File: src/rtl/bin_to_bcd_pkg.sv
// Shared definitions for the binary-to-BCD converter: FSM encoding, digit
// correction constants and elaboration-time helpers.
package bin_to_bcd_pkg;

    typedef enum logic [0:0] {
        ST_IDLE    = 1'b0,
        ST_CONVERT = 1'b1
    } state_t;

    localparam logic [3:0] BCD_MAX_NIBBLE = 4'd9;
    localparam logic [3:0] ADJ_THRESHOLD  = 4'd5;
    localparam logic [3:0] ADJ_ADD        = 4'd3;

    // Bits needed for an iteration counter that can hold 0..width.
    function automatic int cnt_width(input int width);
        return (width < 1) ? 1 : $clog2(width + 1);
    endfunction

    // Packed pattern of 'digits' nibbles all equal to 9 (saturation value).
    function automatic logic [63:0] all_nines(input int digits);
        logic [63:0] result;
        result = 64'd0;
        for (int i = 0; i < digits; i++) begin
            result = result | (64'(BCD_MAX_NIBBLE) << (4 * i));
        end
        return result;
    endfunction

    // Largest value representable in 'digits' decimal digits.
    function automatic logic [63:0] bcd_limit(input int digits);
        logic [63:0] result;
        result = 64'd1;
        for (int i = 0; i < digits; i++) begin
            result = result * 64'd10;
        end
        return result - 64'd1;
    endfunction

endpackage

File: src/rtl/bin_to_bcd_digit_adj.sv
// Double-dabble digit correction: a BCD digit of 5 or more gets +3 so the
// following left shift carries correctly into the next decimal digit.
module bcd_digit_adj
    import bin_to_bcd_pkg::*;
(
    input  logic [3:0] digit,
    output logic [3:0] adjusted
);

    // Add 3 to digits at or above the correction threshold, pass others through.
    always_comb begin
        if (digit >= ADJ_THRESHOLD) begin
            adjusted = digit + ADJ_ADD;
        end else begin
            adjusted = digit;
        end
    end

endmodule

File: src/rtl/bin_to_bcd.sv
// Sequential double-dabble converter: one shift/correct iteration per clock,
// start/busy/done handshake, result held stable between conversions.
// Inputs above the decimal range saturate to all-9s with overflow set.
module bin_to_bcd
    import bin_to_bcd_pkg::*;
#(
    parameter int WIDTH  = 14,
    parameter int DIGITS = 4
) (
    input  logic                  clock,
    input  logic                  reset,
    input  logic [WIDTH-1:0]      value,
    input  logic                  start,
    output logic                  busy,
    output logic                  done,
    output logic [4*DIGITS-1:0]   bcd,
    output logic                  overflow
);

    localparam int              BW        = 4 * DIGITS;
    localparam int              CW        = cnt_width(WIDTH);
    localparam logic [CW-1:0]   LAST_ITER = CW'(WIDTH - 1);
    localparam logic [BW-1:0]   NINES     = BW'(all_nines(DIGITS));
    localparam logic [63:0]     LIMIT     = bcd_limit(DIGITS);

    state_t                 state_r, state_s;
    logic [WIDTH-1:0]       shift_r, shift_s;
    logic [BW-1:0]          scratch_r, scratch_s;
    logic [CW-1:0]          cnt_r, cnt_s;
    logic                   busy_r, busy_s;
    logic                   done_r, done_s;
    logic [BW-1:0]          bcd_r, bcd_s;
    logic                   ovf_r, ovf_s;
    logic                   ovf_pend_r, ovf_pend_s;

    logic [BW-1:0]          adj_s;
    logic [BW+WIDTH-1:0]    combined_s;
    logic [BW+WIDTH-1:0]    shifted_s;

    // One correction unit per scratch digit.
    for (genvar g = 0; g < DIGITS; g++) begin : g_adj
        bcd_digit_adj u_adj (
            .digit    (scratch_r[4*g +: 4]),
            .adjusted (adj_s[4*g +: 4])
        );
    end

    // Corrected scratch concatenated with the remaining binary bits, shifted left once.
    always_comb begin
        combined_s = {adj_s, shift_r};
        shifted_s  = combined_s << 1'b1;
    end

    // Next-state and next-output logic of the IDLE/CONVERT controller.
    always_comb begin
        state_s    = state_r;
        shift_s    = shift_r;
        scratch_s  = scratch_r;
        cnt_s      = cnt_r;
        busy_s     = busy_r;
        done_s     = 1'b0;
        bcd_s      = bcd_r;
        ovf_s      = ovf_r;
        ovf_pend_s = ovf_pend_r;
        case (state_r)
            ST_IDLE: begin
                if (start) begin
                    shift_s    = value;
                    scratch_s  = {BW{1'b0}};
                    cnt_s      = {CW{1'b0}};
                    ovf_pend_s = (64'(value) > LIMIT);
                    busy_s     = 1'b1;
                    state_s    = ST_CONVERT;
                end else begin
                    busy_s     = 1'b0;
                    state_s    = ST_IDLE;
                end
            end
            ST_CONVERT: begin
                shift_s   = shifted_s[WIDTH-1:0];
                scratch_s = shifted_s[BW+WIDTH-1:WIDTH];
                cnt_s     = cnt_r + CW'(1);
                if (cnt_r == LAST_ITER) begin
                    // Final iteration: publish the result and hand control back.
                    bcd_s   = ovf_pend_r ? NINES : shifted_s[BW+WIDTH-1:WIDTH];
                    ovf_s   = ovf_pend_r;
                    done_s  = 1'b1;
                    busy_s  = 1'b0;
                    state_s = ST_IDLE;
                end else begin
                    busy_s  = 1'b1;
                    state_s = ST_CONVERT;
                end
            end
            default: begin
                busy_s  = 1'b0;
                state_s = ST_IDLE;
            end
        endcase
    end

    // State and output registers; reset aborts any conversion and clears the result.
    always_ff @(posedge clock or posedge reset) begin
        if (reset) begin
            state_r    <= ST_IDLE;
            shift_r    <= {WIDTH{1'b0}};
            scratch_r  <= {BW{1'b0}};
            cnt_r      <= {CW{1'b0}};
            busy_r     <= 1'b0;
            done_r     <= 1'b0;
            bcd_r      <= {BW{1'b0}};
            ovf_r      <= 1'b0;
            ovf_pend_r <= 1'b0;
        end else begin
            state_r    <= state_s;
            shift_r    <= shift_s;
            scratch_r  <= scratch_s;
            cnt_r      <= cnt_s;
            busy_r     <= busy_s;
            done_r     <= done_s;
            bcd_r      <= bcd_s;
            ovf_r      <= ovf_s;
            ovf_pend_r <= ovf_pend_s;
        end
    end

    assign busy     = busy_r;
    assign done     = done_r;
    assign bcd      = bcd_r;
    assign overflow = ovf_r;

endmodule

File: config.mk
export PLATFORM = sky130hd
export DESIGN_NAME = bin_to_bcd
export DESIGN_NICKNAME = d
export VERILOG_FILES = /design/src/rtl/bin_to_bcd_pkg.sv /design/src/rtl/bin_to_bcd_digit_adj.sv /design/src/rtl/bin_to_bcd.sv
export SDC_FILE = /design/constraint.sdc
export NUM_CORES = 1
export LEC_CHECK = 0
export CORE_UTILIZATION = 50
export DETAILED_ROUTE_END_ITERATION = 7
export PLACE_DENSITY = 0.8
export SLEW_MARGIN = 0
export SYNTH_ARGS = -nofsm -noshare
export SYNTH_HDL_FRONTEND = slang
export SYNTH_SLANG_ARGS = --single-unit
File: constraint.sdc
create_clock -name clock -period 2.1 [get_ports clock]
set_clock_uncertainty 0.15 [all_clocks]
set_input_delay 0.21 -clock clock [delete_from_list [all_inputs] [get_ports clock]]
set_output_delay 0.21 -clock clock [all_outputs]
set_load 0.005 [all_outputs]
* Word-level counts from Yosys, hierarchy flattened
Cells that the tools add are included.
** Cells by class
- Multiply operators :: 0
- Div/mod/pow operators :: 0
- Multiplexer cells :: 16
- Bitwise gates (word level) :: 1
- Add/subtract/negate cells :: 5
- Magnitude comparators :: 5
- Eq/ne operators :: 2
- Shifts and indexed selects :: 0
- Reduce and logical (&&, ||, !) cells :: 2
** Operators with widths (number)
- 16-bit two-way mux :: 2
- 16-bit case mux with 2 select lines :: 1
- 14-bit case mux with 2 select lines :: 1
- 4-bit by 3-bit greater-or-equal comparator with 1-bit output (second input constant) :: 4
- 4-bit two-way mux :: 4
- 14-bit greater-than comparator (second input constant) :: 1
- 14-bit two-way mux :: 1
- 4-bit by 2-bit adder with 4-bit output (second input constant) :: 3
- 4-bit case mux with 2 select lines :: 1
- 4-bit by 1-bit adder with 4-bit output (second input constant) :: 1
- 4-bit == test (second input constant) :: 1
- 1-bit two-way mux :: 4
- 2-bit AND reduction :: 2
- 3-bit by 2-bit adder with 3-bit output (second input constant) :: 1
- 3-bit two-way mux :: 1
- 2-bit != test (second input constant) :: 1
- 1-bit case mux with 2 select lines :: 1
- 1-bit NOT :: 1
** Word-level totals
- Register bits after elaboration :: 54
- Memory bits (read-only) :: 0
- Memory bits (writable) :: 0
- Output and inout port bits :: 19
- Memories :: 0
- Bits in latches :: 0
- Input bits :: 17
- Word-level logic and storage cells :: 39

* Longest topological paths before layout
Gate-level depths: netlist of run 1.
- Depth in word-level cells :: 3
- Mapped depth :: 7
- Depth with buffers taken out :: 6

* Hierarchy
From an unflattened synthesis of run 1, not the netlist that was laid out.
** Unflattened totals
- Cell total of the unflattened synthesis :: 286
- Area, all modules :: 2730.1 sq um
** Modules (own cells, without submodules)
- bin_to_bcd :: area each 2324.7 sq um, cells each 222, times used 1, seq. area each 1351.3 sq um
- bcd_digit_adj :: area each 101.3 sq um, cells each 16, times used 4, seq. area each 0.0 sq um

* Worst setup path before layout of run 1
Ideal clock, no wire load.
- Path type :: register to register
- Start :: register scratch_r[8]
- End :: register scratch_r[10]
- Cell stages (with the launch flop) :: 6
- Path buffers :: 0
- Data required time :: 1.829 ns
- Slack :: 0.567 ns
- Setup time :: 0.121 ns
- Arrival :: 1.262 ns
- Period minus slack after synthesis :: 1.533 ns
- Cells stage by stage :: dfrtp_1 -> ha_1 -> nand2b_2 -> a21oi_2 -> mux2i_1 -> a22o_1
** On the way
- Longest elaborated chain between the ends :: 3
- Elaborated cells between the ends (all ways) :: 4
- Those cells by class :: add/sub: 1; order compare: 1; mux: 2
** RTL lines
- from (decl) :: line bin_to_bcd.sv:28 : logic [BW-1:0] scratch_r, scratch_s;
- from (signal assigned) :: line bin_to_bcd.sv:107 : scratch_r <= {BW{1'b0}};
- from (signal assigned) :: line bin_to_bcd.sv:117 : scratch_r <= scratch_s;
- 4-bit by 2-bit adder with 4-bit output / 4-bit by 3-bit greater-or-equal comparator with 1-bit output (equally long branches) :: line bin_to_bcd_digit_adj.sv:13, bin_to_bcd_digit_adj.sv:12
- 4-bit two-way mux * :: line bin_to_bcd_digit_adj.sv:12 : if (digit >= ADJ_THRESHOLD) begin
- 16-bit case mux with 2 select lines * :: line bin_to_bcd.sv:65 : case (state_r)
Mark *: on every way between the ends. The rest lies on a longest branch, timed or not.
A chain may end at the register's enable or synchronous reset.

* Worst setup path after layout of run 1
- Start :: register cnt_r[1]
- End :: register bcd_r[14] (netlist: bcd[14])
** On the way
- Longest elaborated chain between the ends :: 2
** RTL lines
- from (decl) :: line bin_to_bcd.sv:29 : logic [CW-1:0] cnt_r, cnt_s;
- from (signal assigned) :: line bin_to_bcd.sv:108 : cnt_r <= {CW{1'b0}};
- from (signal assigned) :: line bin_to_bcd.sv:118 : cnt_r <= cnt_s;
- 4-bit == test :: line bin_to_bcd.sv:83 : if (cnt_r == LAST_ITER) begin
- 2-bit AND reduction (no line)
- to (signal assigned) :: line bin_to_bcd.sv:111 : bcd_r <= {BW{1'b0}};
- to (signal assigned) :: line bin_to_bcd.sv:121 : bcd_r <= bcd_s;
- to (decl) :: line bin_to_bcd.sv:32 : logic [BW-1:0] bcd_r, bcd_s;
No other way between the ends.

==> flow_summary.html, run 1 <==
<table>
<tr><th>Metric</th><th>Value</th></tr>
<tr><th colspan="2">Clocking</th></tr>
<tr><td>Clock latency at the later pin of the worst-skew pair</td><td>0.31 ns</td></tr>
<tr><td>Clock tree from TritonCTS</td><td>built</td></tr>
<tr><td>Clock Tree Root</td><td>sky130_fd_sc_hd__clkbuf_8</td></tr>
<tr><td>CTS Buffer Depth</td><td>2</td></tr>
<tr><td>Number of hold buffers added after CTS</td><td>0</td></tr>
<tr><td>Sink count of the clock tree</td><td>54</td></tr>
<tr><td>H-Tree Depth</td><td>2</td></tr>
<tr><td>Postcts setup bufs</td><td>0</td></tr>
<tr><td>Quantity of gates resized following cts</td><td>0</td></tr>
<tr><td>CTS buffer count</td><td>5</td></tr>
<tr><td>Clock-pin slew of the registers on the worst-case setup and hold paths</td><td>0.10 ns</td></tr>
<tr><th colspan="2">Power and ir drop</th></tr>
<tr><td>Power density over the cells</td><td>1520 mW/mm2</td></tr>
<tr><td>Max VDD drop</td><td>0.856 mV</td></tr>
<tr><td>Static Leakage</td><td>1.49 nW</td></tr>
<tr><th colspan="2">Global routing</th></tr>
<tr><td>Global route overflow</td><td>0</td></tr>
<tr><td>Maximum number of pins on one net before global-route repair</td><td>36</td></tr>
<tr><td>GRT Overall Usage</td><td>0.214</td></tr>
<tr><td>Global-route wire length before repair</td><td>8750 um</td></tr>
<tr><td>Vias in the first global route</td><td>1852</td></tr>
<tr><td>Antenna violations before repair</td><td>0</td></tr>
<tr><th colspan="2">Synth</th></tr>
<tr><td>Number of enable-type register cells in the synthesized netlist</td><td>0</td></tr>
<tr><td>Post-Syn Instances</td><td>249</td></tr>
<tr><td>Yosys top cell by area</td><td>sky130_fd_sc_hd__dfrtp_1</td></tr>
<tr><td>Async set-reset flop share out of synthesis</td><td>1.00</td></tr>
<tr><td>Dominant cells by area after synthesis</td><td>sky130_fd_sc_hd__dfrtp_1 (52%), sky130_fd_sc_hd__mux2i_1 (8.4%), sky130_fd_sc_hd__ha_1 (4.8%)</td></tr>
<tr><td>Dominant synthesized flop cell</td><td>sky130_fd_sc_hd__dfrtp_1</td></tr>
<tr><td>Fraction of synthesized cell area taken by the top area cell type</td><td>0.518</td></tr>
<tr><td>Leading post-synthesis cells by instance count</td><td>sky130_fd_sc_hd__dfrtp_1 (54), sky130_fd_sc_hd__nand2_1 (29), sky130_fd_sc_hd__mux2i_1 (22)</td></tr>
<tr><td>Most frequent cell after synthesis</td><td>sky130_fd_sc_hd__dfrtp_1</td></tr>
<tr><td>Number of flip-flops and latches in the synthesized netlist</td><td>54</td></tr>
<tr><td>Number of distinct library cells after synthesis</td><td>29</td></tr>
<tr><td>Average size of a mapped cell</td><td>10.5 um2</td></tr>
<tr><td>Post-Syn Area</td><td>0.00261 mm2</td></tr>
<tr><td>Register area share after synthesis</td><td>0.518</td></tr>
<tr><td>Syn_nets</td><td>276</td></tr>
<tr><td>Total number of yosys warnings</td><td>0</td></tr>
<tr><th colspan="2">Critical path</th></tr>
<tr><td>Depth of the worst register-to-register path</td><td>5</td></tr>
<tr><td>Worst path cell trace</td><td>inv_1 &gt; ha_1 &gt; nand4_2 &gt; nor2_2 &gt; a32o_1</td></tr>
<tr><td>Standard cell with the maximum stage delay on the critical path</td><td>sky130_fd_sc_hd__nor2_2</td></tr>
<tr><td>Type of origin of the critical path</td><td>register</td></tr>
<tr><td>Critical Path Start</td><td>cnt_r[1]</td></tr>
<tr><td>Startpoint of the worst register-to-register path</td><td>cnt_r[1]</td></tr>
<tr><td>Slowest cell delay on critical path</td><td>0.48 ns</td></tr>
<tr><td>Worst EP arrival</td><td>1.88 ns</td></tr>
<tr><td>Crit. End Element</td><td>register</td></tr>
<tr><td>Largest fanout on the critical path</td><td>12</td></tr>
<tr><td>Flop2flop setup slack</td><td>0.33 ns</td></tr>
<tr><td>Endpoint of the worst register-to-register path</td><td>bcd[14]</td></tr>
<tr><td>End of the critical path</td><td>bcd[14]</td></tr>
<tr><td>Class of the most critical setup path</td><td>reg2reg</td></tr>
<tr><td>Required time at the endpoint of the critical path</td><td>2.20 ns</td></tr>
<tr><th colspan="2">STA</th></tr>
<tr><td>Worst-margin pin slew</td><td>0.528 ns</td></tr>
<tr><td>Remaining max-slew budget at the tightest pin</td><td>0.648</td></tr>
<tr><td>Final setup violation count</td><td>0</td></tr>
<tr><td>Fin Setup TNS</td><td>0 ns</td></tr>
<tr><td>Post-route clock period utilization</td><td>0.844</td></tr>
<tr><td>Unrepaired setup endpoints after global routing</td><td>false</td></tr>
<tr><td>Min Hold Slack</td><td>0.0615 ns</td></tr>
<tr><td>Hold violation total from the final report</td><td>0</td></tr>
<tr><td>Count of final max-slew check failures</td><td>0</td></tr>
<tr><td>Period minus WS final</td><td>1.77 ns</td></tr>
<tr><td>Maximum achievable frequency</td><td>564 MHz</td></tr>
<tr><th colspan="2">Routing</th></tr>
<tr><td>Number of optimization iterations in the first detailed-route pass</td><td>4</td></tr>
<tr><td>Overall routed net length</td><td>5210 um</td></tr>
<tr><td>DR WL/cell</td><td>14.8 um</td></tr>
<tr><td>DR iter-0 viols</td><td>121</td></tr>
<tr><td>DRC violations left</td><td>0</td></tr>
<tr><td>Total via count in the routed design</td><td>1915</td></tr>
<tr><td>Count of nets left with antenna violations after detail routing</td><td>0</td></tr>
<tr><td>Average via count per standard cell</td><td>5.42</td></tr>
<tr><th colspan="2">Floorplanning</th></tr>
<tr><td>Chip Width</td><td>74.2 um</td></tr>
<tr><td>Die Area</td><td>0.00551 mm2</td></tr>
<tr><td>Core Region</td><td>0.00488 mm2</td></tr>
<tr><td>Row Count</td><td>25</td></tr>
<tr><td>Initial cell density of the core</td><td>0.535</td></tr>
<tr><td># IOs</td><td>36</td></tr>
<tr><td>Die Span Y</td><td>74.2 um</td></tr>
<tr><th colspan="2">Layout</th></tr>
<tr><td>Number of nets in the finished design</td><td>312</td></tr>
<tr><td>Storage element area</td><td>0.00135 mm2</td></tr>
<tr><td>Area taken by multi-input logic gates</td><td>0.00114 mm2</td></tr>
<tr><td>Filler cell count in the final layout</td><td>384</td></tr>
<tr><td>Proportion of layout cells with a drive suffix above 1</td><td>0.0874</td></tr>
<tr><td>Signed area change from the synthesized netlist to the final layout</td><td>21.9%</td></tr>
<tr><td>Post-Layout Cell Count</td><td>353</td></tr>
<tr><td>Ant. Diodes</td><td>0</td></tr>
<tr><th colspan="2">Hold path</th></tr>
<tr><td>HP Class</td><td>in2async</td></tr>
<tr><th colspan="2">Placement</th></tr>
<tr><td>Total half-perimeter wirelength after legalization and detailed placement</td><td>3600 um</td></tr>
<tr><td>Post-Place Cells</td><td>345</td></tr>
<tr><td>Total of buffers placed on input and output ports</td><td>35</td></tr>
<tr><td>GP Congestion</td><td>0.793</td></tr>
<tr><th colspan="2">Run status</th></tr>
<tr><td>Outcome</td><td>finished clean</td></tr>
<tr><th colspan="2">Run</th></tr>
<tr><td>Number of maximum-capacitance constraint violations</td><td>0</td></tr>
</table>
## cell families (layout without fill, tap and decap cells)
group / after synthesis / in the layout / share of synthesized area
AOI/OAI and AO/OA: 62 / 62 / 0.154
xor gates and xnor gates: 6 / 6 / 0.0201
adders and majority gates: 10 / 10 / 0.0480
buffers and inverters: 25 / 62 / 0.0446
DFF: 54 / 54 / 0.518
muxes: 22 / 22 / 0.0844
and+or+nand+nor: 70 / 70 / 0.131
## worst max-delay path, delay by kind of cell (launching register included)
kind	cells	cell delay, ns
AOI/OAI and AO/OA	1	0.24
adders and majority gates	1	0.16
buffers and inverters	1	0.08
DFF	1	0.41
and+or+nand+nor	2	0.68
## metal layers
layer  vias up  part of all wire  global-route usage
met5         -                 0                   0
met4         0             0.012              0.0566
met3         5             0.041              0.0515
met2        30              0.47               0.339
met1       951              0.48               0.298
li1        929                 -                   -
## flip-flops by register name, indices dropped and copies added (netlist names)
| signal | count |
|---|---|
| bcd | 16 |
| busy | 1 |
| cnt_r | 4 |
| done | 1 |
| overflow | 1 |
| ovf_pend_r | 1 |
| scratch_r | 16 |
| shift_r | 14 |
## cell type report
cell class	instances	area share
repair buffers	42	0.131
inverters	12	0.0142
clock inverters	2	0.0189
multi-input cells	170	0.359
clock buffers	6	0.0260
well taps	67	0.0264
flip-flops and latches	54	0.425
## worst min-delay path by stage
stage | from | to | depth (start not counted)
global placement | shift_r[3] | shift_r[4] | 2
floorplan | value[13] | ovf_pend_r | 2
finish | reset | scratch_r[11] | 2
global route | reset | scratch_r[11] | 2
detailed placement | shift_r[2] | shift_r[3] | 2
CTS | reset | bcd[0] | 2
## where the power goes
group / switching, W / internal (W)
Sequential: 0.000409 / 0.00151
Combinational: 0.000970 / 0.00110
Clock: 0.000337 / 0.000508
Total: 0.00172 / 0.00312
## placed cells by master, fill, tap and decap left out
master | netlist | routed
sky130_fd_sc_hd__o21ai_0 | 20 | 20
sky130_fd_sc_hd__nand2b_1 | 7 | 7
sky130_fd_sc_hd__a22o_2 | 1 | 1
sky130_fd_sc_hd__nand4_2 | 1 | 1
sky130_fd_sc_hd__bufinv_16 | 0 | 2
sky130_fd_sc_hd__a31oi_1 | 1 | 1
sky130_fd_sc_hd__nand2b_2 | 1 | 1
sky130_fd_sc_hd__a22o_1 | 8 | 8
sky130_fd_sc_hd__a2111oi_0 | 2 | 2
sky130_fd_sc_hd__a21oi_1 | 15 | 15
sky130_fd_sc_hd__buf_12 | 0 | 1
sky130_fd_sc_hd__nor3b_1 | 9 | 9
sky130_fd_sc_hd__mux2i_1 | 22 | 22
sky130_fd_sc_hd__nor3_1 | 4 | 4
sky130_fd_sc_hd__xor2_1 | 1 | 1
sky130_fd_sc_hd__inv_1 | 12 | 11
sky130_fd_sc_hd__buf_4 | 3 | 6
sky130_fd_sc_hd__inv_2 | 0 | 1
sky130_fd_sc_hd__nand2_1 | 29 | 29
sky130_fd_sc_hd__clkdlybuf4s50_1 | 0 | 35
sky130_fd_sc_hd__a21o_1 | 6 | 6
sky130_fd_sc_hd__nor2_1 | 14 | 14
sky130_fd_sc_hd__xnor2_1 | 5 | 5
sky130_fd_sc_hd__nand3_1 | 3 | 3
sky130_fd_sc_hd__dfrtp_2 | 0 | 1
sky130_fd_sc_hd__clkbuf_8 | 0 | 6
sky130_fd_sc_hd__a21oi_2 | 4 | 4
sky130_fd_sc_hd__a32o_1 | 2 | 2
sky130_fd_sc_hd__ha_1 | 10 | 10
sky130_fd_sc_hd__nor4_1 | 1 | 1
sky130_fd_sc_hd__nor2_2 | 1 | 1
sky130_fd_sc_hd__o31ai_1 | 3 | 3
sky130_fd_sc_hd__dfrtp_1 | 54 | 53
## per-stage QoR
| step | worst slack, ns | utilization | instance area [um2] | total power, W |
|---|---|---|---|---|
| CTS | 0.309 | 0.652 | 3180 | 0.00486 |
| floorplan | 0.425 | - | 2610 | 0.00327 |
| detailed placement | 0.309 | 0.623 | 3040 | 0.00400 |
| finish | 0.328 | 0.652 | 3180 | 0.00484 |
| global route | 0.164 | 0.652 | 3180 | 0.00521 |
| global placement | 0.345 | 0.623 | 3040 | 0.00391 |
Power figures use the tool's default switching activity.
==> run 2, diff against run 1 <==
--- a/config.mk
+++ b/config.mk
@@ -5,9 +5,9 @@
 export SDC_FILE = /design/constraint.sdc
 export NUM_CORES = 1
 export LEC_CHECK = 0
-export CORE_UTILIZATION = 50
+export CORE_UTILIZATION = 49
 export DETAILED_ROUTE_END_ITERATION = 7
-export PLACE_DENSITY = 0.8
+export PLACE_DENSITY = 0.81
 export SLEW_MARGIN = 0
 export SYNTH_ARGS = -nofsm -noshare
 export SYNTH_HDL_FRONTEND = slang
==> constraint.sdc (replaced) <==
create_clock -name clock -period 1.6 [get_ports clock]
set_clock_uncertainty 0.15 [all_clocks]
set_input_delay 0.16 -clock clock [delete_from_list [all_inputs] [get_ports clock]]
set_output_delay 0.16 -clock clock [all_outputs]
set_load 0.005 [all_outputs]
==> flow_summary.html, run 2 (synthesis gave the netlist of run 1 again) <==
<table>
<tr><th>Metric</th><th>Value</th></tr>
<tr><th colspan="2">Run status</th></tr>
<tr><td>Outcome</td><td>finished with violations</td></tr>
<tr><td>Violated checks</td><td>negative setup slack</td></tr>
<tr><th colspan="2">Layout</th></tr>
<tr><td>Signed area change from the synthesized netlist to the final layout</td><td>36.9%</td></tr>
<tr><td>Post-Layout Cell Count</td><td>384 (+8.8%)</td></tr>
<tr><td>Proportion of layout cells with a drive suffix above 1</td><td>0.242 (+0.155)</td></tr>
<tr><td>Most frequent cells in the layout</td><td>sky130_fd_sc_hd__dfrtp_1 (53), sky130_fd_sc_hd__clkdlybuf4s50_1 (35), sky130_fd_sc_hd__buf_4 (32)</td></tr>
<tr><td>Number of nets in the finished design</td><td>341 (+9.3%)</td></tr>
<tr><td>Most common library cell in the layout ignoring fill and taps</td><td>sky130_fd_sc_hd__dfrtp_1</td></tr>
<tr><td>Ant. Diodes</td><td>0 (unchanged)</td></tr>
<tr><th colspan="2">Placement</th></tr>
<tr><td>Minimum setup slack after placement</td><td>-0.0215 ns (-0.330 ns)</td></tr>
<tr><td>Total of buffers placed on input and output ports</td><td>35 (unchanged)</td></tr>
<tr><td>GP Congestion</td><td>0.772 (-2.6%)</td></tr>
<tr><td>Total half-perimeter wirelength after legalization and detailed placement</td><td>3530 um (-1.9%)</td></tr>
<tr><td>Post-Place Cells</td><td>363 (+5.2%)</td></tr>
<tr><th colspan="2">Critical path</th></tr>
<tr><td>Class of the most critical setup path</td><td>reg2reg</td></tr>
<tr><td>Crit. End Element</td><td>register</td></tr>
<tr><td>Type of origin of the critical path</td><td>register</td></tr>
<tr><td>Worst EP arrival</td><td>1.72 ns (-0.16 ns)</td></tr>
<tr><td>Total buffers and inverters traversed by the critical path</td><td>1 (unchanged)</td></tr>
<tr><td>Family with the most delay on the worst path</td><td>flip-flops</td></tr>
<tr><td>Slowest cell delay on critical path</td><td>0.40 ns (-0.08 ns)</td></tr>
<tr><td>Largest fanout on the critical path</td><td>4 (-8)</td></tr>
<tr><td>Standard cell with the maximum stage delay on the critical path</td><td>sky130_fd_sc_hd__dfrtp_1</td></tr>
<tr><td>Worst path cell trace</td><td>inv_2 &gt; ha_2 &gt; nand2b_4 &gt; a21oi_4 &gt; mux2i_2 &gt; a22o_1</td></tr>
<tr><td>Critical Path Start</td><td>scratch_r[9]</td></tr>
<tr><td>Startpoint of the worst register-to-register path</td><td>scratch_r[9]</td></tr>
<tr><td>Required time at the endpoint of the critical path</td><td>1.71 ns (-0.49 ns)</td></tr>
<tr><th colspan="2">Power and ir drop</th></tr>
<tr><td>Switching part of the total power</td><td>0.368 (+0.0134)</td></tr>
<tr><td>Part of the total power dissipated in the clock network</td><td>0.129 (-0.046)</td></tr>
<tr><td>Internal power component</td><td>0.00457 W (+46%)</td></tr>
<tr><td>Max VDD drop</td><td>1.13 mV (+32%)</td></tr>
<tr><td>Share of power burned in registers</td><td>0.355 (-0.043)</td></tr>
<tr><td>Share of power burned in combinational logic</td><td>0.516 (+0.088)</td></tr>
<tr><td>Switching component of the power</td><td>0.00266 W (+55%)</td></tr>
<tr><td>Static Leakage</td><td>1.61 nW (+8.5%)</td></tr>
<tr><td>Power density over the cells</td><td>2020 mW/mm2 (+33%)</td></tr>
<tr><th colspan="2">Routing</th></tr>
<tr><td>Overall routed net length</td><td>5890 um (+13%)</td></tr>
<tr><td>DR iter-0 viols</td><td>192 (+59%)</td></tr>
<tr><td>Count of nets left with antenna violations after detail routing</td><td>0 (unchanged)</td></tr>
<tr><td>Average via count per standard cell</td><td>5.35 (-1.4%)</td></tr>
<tr><td>Number of optimization iterations in the first detailed-route pass</td><td>4 (unchanged)</td></tr>
<tr><td>DR WL/cell</td><td>15.3 um (+3.8%)</td></tr>
<tr><td>DRC violations left</td><td>0 (unchanged)</td></tr>
<tr><td>Total via count in the routed design</td><td>2053 (+7.2%)</td></tr>
<tr><th colspan="2">STA</th></tr>
<tr><td>Period minus WS final</td><td>1.62 ns (-0.156 ns)</td></tr>
<tr><td>Count of final max-slew check failures</td><td>0 (unchanged)</td></tr>
<tr><td>Maximum achievable frequency</td><td>619 MHz (+9.6%)</td></tr>
<tr><td>Hold violation total from the final report</td><td>0 (unchanged)</td></tr>
<tr><td>Remaining max-slew budget at the tightest pin</td><td>0.747 (+0.0998)</td></tr>
<tr><td>Worst-margin pin slew</td><td>0.379 ns (-0.149 ns)</td></tr>
<tr><td>Worst Slack Setup Final</td><td>-0.0168 ns (-0.344 ns)</td></tr>
<tr><td>Unrepaired setup endpoints after global routing</td><td>true</td></tr>
<tr><td>Final setup violation count</td><td>3 (+3)</td></tr>
<tr><td>Post-route clock period utilization</td><td>1.01 (+0.167)</td></tr>
<tr><th colspan="2">Hold path</th></tr>
<tr><td>HP Class</td><td>in2async</td></tr>
<tr><th colspan="2">Floorplanning</th></tr>
<tr><td>Row Count</td><td>26 (+4.0%)</td></tr>
<tr><td>Chip Width</td><td>75.0 um (+0.99%)</td></tr>
<tr><td>Core Region</td><td>0.00511 mm2 (+4.7%)</td></tr>
<tr><td># IOs</td><td>36 (unchanged)</td></tr>
<tr><td>Die Area</td><td>0.00562 mm2 (+2.0%)</td></tr>
<tr><td>Initial cell density of the core</td><td>0.511 (-0.0238)</td></tr>
<tr><td>Die Span Y</td><td>75.0 um (+0.99%)</td></tr>
<tr><th colspan="2">Global routing</th></tr>
<tr><td>Global-route wire length before repair</td><td>8710 um (-0.40%)</td></tr>
<tr><td>GRT Overall Usage</td><td>0.210 (-0.00448)</td></tr>
<tr><td>Antenna violations before repair</td><td>0 (unchanged)</td></tr>
<tr><td>Global route overflow</td><td>0 (unchanged)</td></tr>
<tr><td>Maximum number of pins on one net before global-route repair</td><td>62 (+72%)</td></tr>
<tr><td>Vias in the first global route</td><td>1950 (+5.3%)</td></tr>
<tr><th colspan="2">Clocking</th></tr>
<tr><td>Clock-pin slew of the registers on the worst-case setup and hold paths</td><td>0.09 ns (about the same)</td></tr>
<tr><td>Clock Tree Root</td><td>sky130_fd_sc_hd__clkbuf_8</td></tr>
<tr><td>Clock tree from TritonCTS</td><td>built</td></tr>
<tr><td>Clock latency at the later pin of the worst-skew pair</td><td>0.31 ns (about the same)</td></tr>
<tr><td>Sink count of the clock tree</td><td>54 (unchanged)</td></tr>
<tr><td>CTS Buffer Depth</td><td>2 (unchanged)</td></tr>
<tr><td>H-Tree Depth</td><td>2 (unchanged)</td></tr>
<tr><td>CTS buffer count</td><td>5 (unchanged)</td></tr>
<tr><th colspan="2">Run</th></tr>
<tr><td>Number of maximum-capacitance constraint violations</td><td>0 (unchanged)</td></tr>
</table>
-- run 2: worst reg2reg max path, cell delays in order, from the launching register on --
cell	delay (ns)
sky130_fd_sc_hd__dfrtp_1	0.40
sky130_fd_sc_hd__inv_2	0.08
sky130_fd_sc_hd__ha_2	0.17
sky130_fd_sc_hd__nand2b_4	0.14
sky130_fd_sc_hd__a21oi_4	0.19
sky130_fd_sc_hd__mux2i_2	0.27
sky130_fd_sc_hd__a22o_1	0.17
-- run 2: layout make-up --
type,count,area (um2)
clock buffer,6,82.6
clock inverter,1,30.0
fill,356,1540
inverter,12,48.8
multi-input combinational,170,1320
sequential,54,1350
tap,70,87.6
timing repair buffer,71,647
-- run 2: routing by layer --
layer / track usage / part of all wire / routed length, um / up-vias
li1: - / - / - / 993
met4: 0.0734 / 0.015 / 89 / 0
met3: 0.0482 / 0.029 / 170 / 9
met5: 0 / 0 / 0 / -
met1: 0.254 / 0.45 / 2640 / 1023
met2: 0.367 / 0.51 / 2980 / 28
-- run 2: path summary, 6_finish.rpt --
kind,endpoint,slack [ns],depth (start not counted)
min in group clock,shift_r[0],0.32,3
min,shift_r[8],0.12,3
max,scratch_r[10],-0.02,6
max reg2reg,scratch_r[10],-0.02,6
max in group asynchronous,busy,0.94,3
min reg2reg,bcd[0],0.33,2
-- run 2: power by group through the flow --
stage	registers (W)	clock network, W	logic [W]
detailed placement	0.00249	0	0.00292
global route	0.00264	0.000994	0.00411
global placement	0.00247	0	0.00282
CTS	0.00249	0.000955	0.00306
finish	0.00257	0.000933	0.00373
floorplan	0.00241	0	0.00188
-- run 2: per-stage QoR --
stage | setup TNS [ns] | cell area [um2] | hold slack, ns | power [W] | utilization
floorplan | 0 | 2610 | 0.0778 | 0.00429 | -
global placement | 0 | 3170 | 0.310 | 0.00529 | 0.621
detailed placement | -0.0263 | 3170 | 0.308 | 0.00542 | 0.621
CTS | 0 | 3330 | 0.122 | 0.00651 | 0.653
global route | -0.328 | 3570 | 0.135 | 0.00775 | 0.699
finish | -0.0288 | 3570 | 0.118 | 0.00723 | 0.699
-- run 2: what timing repair did --
action / 4_1_cts / 5_1_grt
hold buffers: 0 / 0
resized for setup: 5 / 36
cloned: 0 / 1
pin swaps: 4 / 17
setup endpoints to repair: 17 / 24
buffers inserted: 3 / 10
==> run 3, diff against run 2 <==
--- a/config.mk
+++ b/config.mk
@@ -5,9 +5,10 @@
 export SDC_FILE = /design/constraint.sdc
 export NUM_CORES = 1
 export LEC_CHECK = 0
-export CORE_UTILIZATION = 49
+export CORE_UTILIZATION = 50
 export DETAILED_ROUTE_END_ITERATION = 7
-export PLACE_DENSITY = 0.81
+export DONT_BUFFER_PORTS = 1
+export PLACE_DENSITY = 0.74
 export SLEW_MARGIN = 0
 export SYNTH_ARGS = -nofsm -noshare
 export SYNTH_HDL_FRONTEND = slang
==> flow_summary.html, run 3 (synthesis gave the netlist of run 1 again) <==
<table>
<tr><th>Metric</th><th>Value</th></tr>
<tr><th colspan="2">Global routing</th></tr>
<tr><td>Vias in the first global route</td><td>1903 (-2.4%)</td></tr>
<tr><td>Maximum number of pins on one net before global-route repair</td><td>55 (-11%)</td></tr>
<tr><td>GRT Overall Usage</td><td>0.227 (+0.0175)</td></tr>
<tr><td>Global route overflow</td><td>0 (unchanged)</td></tr>
<tr><td>Antenna violations before repair</td><td>0 (unchanged)</td></tr>
<tr><td>Global-route wire length before repair</td><td>9260 um (+6.3%)</td></tr>
<tr><th colspan="2">Critical path</th></tr>
<tr><td>Flop2flop setup slack</td><td>0.03 ns (+0.05 ns)</td></tr>
<tr><td>Crit. End Element</td><td>register</td></tr>
<tr><td>Startpoint of the worst register-to-register path</td><td>scratch_r[8]</td></tr>
<tr><td>Endpoint of the worst register-to-register path</td><td>scratch_r[10]</td></tr>
<tr><td>Largest fanout on the critical path</td><td>4 (unchanged)</td></tr>
<tr><td>Worst path cell trace</td><td>ha_2 &gt; nand2b_4 &gt; a21oi_4 &gt; mux2i_2 &gt; a22o_1</td></tr>
<tr><td>Standard cell with the maximum stage delay on the critical path</td><td>sky130_fd_sc_hd__dfrtp_1</td></tr>
<tr><td>Class of the most critical setup path</td><td>reg2reg</td></tr>
<tr><td>Type of origin of the critical path</td><td>register</td></tr>
<tr><td>Worst EP arrival</td><td>1.68 ns (-0.04 ns)</td></tr>
<tr><td>Depth of the worst register-to-register path</td><td>5 (-1)</td></tr>
<tr><td>Slowest cell delay on critical path</td><td>0.43 ns (+0.03 ns)</td></tr>
<tr><td>Required time at the endpoint of the critical path</td><td>1.71 ns (about the same)</td></tr>
<tr><th colspan="2">Routing</th></tr>
<tr><td>Average via count per standard cell</td><td>5.54 (+3.6%)</td></tr>
<tr><td>DR WL/cell</td><td>16.1 um (+4.8%)</td></tr>
<tr><td>Count of nets left with antenna violations after detail routing</td><td>0 (unchanged)</td></tr>
<tr><td>DRC violations left</td><td>0 (unchanged)</td></tr>
<tr><td>Number of optimization iterations in the first detailed-route pass</td><td>5 (+1)</td></tr>
<tr><td>Overall routed net length</td><td>5590 um (-5.0%)</td></tr>
<tr><td>DR iter-0 viols</td><td>93 (-52%)</td></tr>
<tr><td>Total via count in the routed design</td><td>1927 (-6.1%)</td></tr>
<tr><th colspan="2">Clocking</th></tr>
<tr><td>CTS buffer count</td><td>5 (unchanged)</td></tr>
<tr><td>Clock Tree Root</td><td>sky130_fd_sc_hd__clkbuf_8</td></tr>
<tr><td>Sink count of the clock tree</td><td>54 (unchanged)</td></tr>
<tr><td>Clock tree from TritonCTS</td><td>built</td></tr>
<tr><td>Clock latency at the later pin of the worst-skew pair</td><td>0.31 ns (about the same)</td></tr>
<tr><td>Clock-pin slew of the registers on the worst-case setup and hold paths</td><td>0.10 ns (about the same)</td></tr>
<tr><td>H-Tree Depth</td><td>2 (unchanged)</td></tr>
<tr><td>CTS Buffer Depth</td><td>2 (unchanged)</td></tr>
<tr><th colspan="2">Floorplanning</th></tr>
<tr><td>Die Span Y</td><td>74.2 um (-0.98%)</td></tr>
<tr><td>Core Region</td><td>0.00488 mm2 (-4.5%)</td></tr>
<tr><td>Chip Width</td><td>74.2 um (-0.98%)</td></tr>
<tr><td>Row Count</td><td>25 (-3.8%)</td></tr>
<tr><td># IOs</td><td>36 (unchanged)</td></tr>
<tr><td>Initial cell density of the core</td><td>0.535 (+0.0238)</td></tr>
<tr><td>Die Area</td><td>0.00551 mm2 (-2.0%)</td></tr>
<tr><th colspan="2">Run status</th></tr>
<tr><td>Outcome</td><td>finished clean</td></tr>
<tr><th colspan="2">Layout</th></tr>
<tr><td>Ant. Diodes</td><td>0 (unchanged)</td></tr>
<tr><td>Most common library cell in the layout ignoring fill and taps</td><td>sky130_fd_sc_hd__dfrtp_1</td></tr>
<tr><td>Number of nets in the finished design</td><td>307 (-10%)</td></tr>
<tr><td>Proportion of layout cells with a drive suffix above 1</td><td>0.217 (-0.0250)</td></tr>
<tr><td>Area taken by multi-input logic gates</td><td>0.00128 mm2 (-3.4%)</td></tr>
<tr><td>Post-Layout Cell Count</td><td>348 (-9.4%)</td></tr>
<tr><td>Storage element area</td><td>0.00135 mm2 (unchanged)</td></tr>
<tr><td>Most frequent cells in the layout</td><td>sky130_fd_sc_hd__dfrtp_1 (53), sky130_fd_sc_hd__nand2_1 (29), sky130_fd_sc_hd__o21ai_0 (20)</td></tr>
<tr><td>Filler cell count in the final layout</td><td>370 (+3.9%)</td></tr>
<tr><td>Signed area change from the synthesized netlist to the final layout</td><td>24.9%</td></tr>
<tr><th colspan="2">Power and ir drop</th></tr>
<tr><td>Overall Power</td><td>0.00658 W (-9.1%)</td></tr>
<tr><td>Static Leakage</td><td>1.48 nW (-8.2%)</td></tr>
<tr><td>Max VDD drop</td><td>0.827 mV (-27%)</td></tr>
<tr><td>Power density over the cells</td><td>2020 mW/mm2 (-0.36%)</td></tr>
<tr><th colspan="2">Hold path</th></tr>
<tr><td>HP Class</td><td>in2async</td></tr>
<tr><th colspan="2">Placement</th></tr>
<tr><td>Total of buffers placed on input and output ports</td><td>0 (-100%)</td></tr>
<tr><td>GP Congestion</td><td>0.800 (+3.7%)</td></tr>
<tr><td>Post-Place Cells</td><td>317 (-13%)</td></tr>
<tr><td>Total half-perimeter wirelength after legalization and detailed placement</td><td>3350 um (-5.0%)</td></tr>
<tr><th colspan="2">STA</th></tr>
<tr><td>Worst-margin pin slew</td><td>0.388 ns (+0.00866 ns)</td></tr>
<tr><td>Fin Setup TNS</td><td>0 ns (+0.0288 ns)</td></tr>
<tr><td>Unrepaired setup endpoints after global routing</td><td>true</td></tr>
<tr><td>Count of final max-slew check failures</td><td>0 (unchanged)</td></tr>
<tr><td>Remaining max-slew budget at the tightest pin</td><td>0.741 (-0.00673)</td></tr>
<tr><td>Hold violation total from the final report</td><td>0 (unchanged)</td></tr>
<tr><td>Final setup violation count</td><td>0 (-3)</td></tr>
<tr><td>Min Hold Slack</td><td>0.234 ns (+0.116 ns)</td></tr>
<tr><td>Post-route clock period utilization</td><td>0.981 (-0.0294)</td></tr>
<tr><td>Maximum achievable frequency</td><td>637 MHz (+3.0%)</td></tr>
<tr><td>Period minus WS final</td><td>1.57 ns (-0.0471 ns)</td></tr>
<tr><th colspan="2">Run</th></tr>
<tr><td>Number of maximum-capacitance constraint violations</td><td>0 (unchanged)</td></tr>
</table>
## run 3: cell count changes in the layout (fill, tap and decap cells not counted), sizes merged
cell,change
clkdlybuf4s50,-35
dlygate4sd3,+17
buf,-16
bufinv,+1
clkbuf,-1
clkinv,+1
## run 3: metal layers
| metal | routed length [um] | global-route usage | vias to the layer above |
|---|---|---|---|
| li1 | - | - | 926 |
| met4 | 81 | 0.0818 | 0 |
| met3 | 187 | 0.0542 | 5 |
| met5 | 0 | 0 | - |
| met2 | 2700 | 0.362 | 25 |
| met1 | 2620 | 0.304 | 971 |
## run 3: per-stage QoR
step	setup slack [ns]	utilization	instance area (um2)
global placement	0.0121	0.565	2760
global route	-0.0472	0.668	3260
CTS	0.00125	0.647	3160
floorplan	0.0670	-	2610
finish	0.0303	0.668	3260
detailed placement	-0.0679	0.565	2760
## run 3: how the worst max path moves through the flow
stage,end,slack [ns],startpoint,cells past startpoint
finish,scratch_r[10],0.03,scratch_r[8],5
global route,bcd[8],-0.05,scratch_r[5],6
CTS,bcd[6],0.001,scratch_r[4],5
detailed placement,bcd[7],-0.07,cnt_r[1],5
global placement,bcd[7],0.01,cnt_r[1],5
floorplan,scratch_r[10],0.07,scratch_r[8],5
## run 3: worst max-delay path, delay by kind of cell (launching register included)
family | cells | cell delay [ns]
AND/OR/NAND/NOR | 1 | 0.15
adder cells (fa/ha/maj) | 1 | 0.19
flip-flops | 1 | 0.43
AO/OA/AOI/OAI | 2 | 0.35
multiplexers | 1 | 0.26
## run 3: area by class of cell
cell class / count / share of cell area
Clock inverter: 3 / 0.0211
Timing Repair Buffer: 37 / 0.110
Tap cell: 67 / 0.0257
Multi-Input combinational cell: 170 / 0.392
Sequential cell: 54 / 0.415
Inverter: 12 / 0.0150
Clock buffer: 5 / 0.0211
## run 3: repair_timing
item,in CTS,in global routing
endpoints found under the setup margin,9,22
pin swaps,5,12
setup buffers,3,2
resized for setup,13,21
hold buffers,18,0
endpoints found under the hold margin,80,0
## run 3: power breakdown
group          internal, W  switching (W)
Clock             0.000627       0.000460
Combinational      0.00149        0.00142
Sequential         0.00199       0.000594
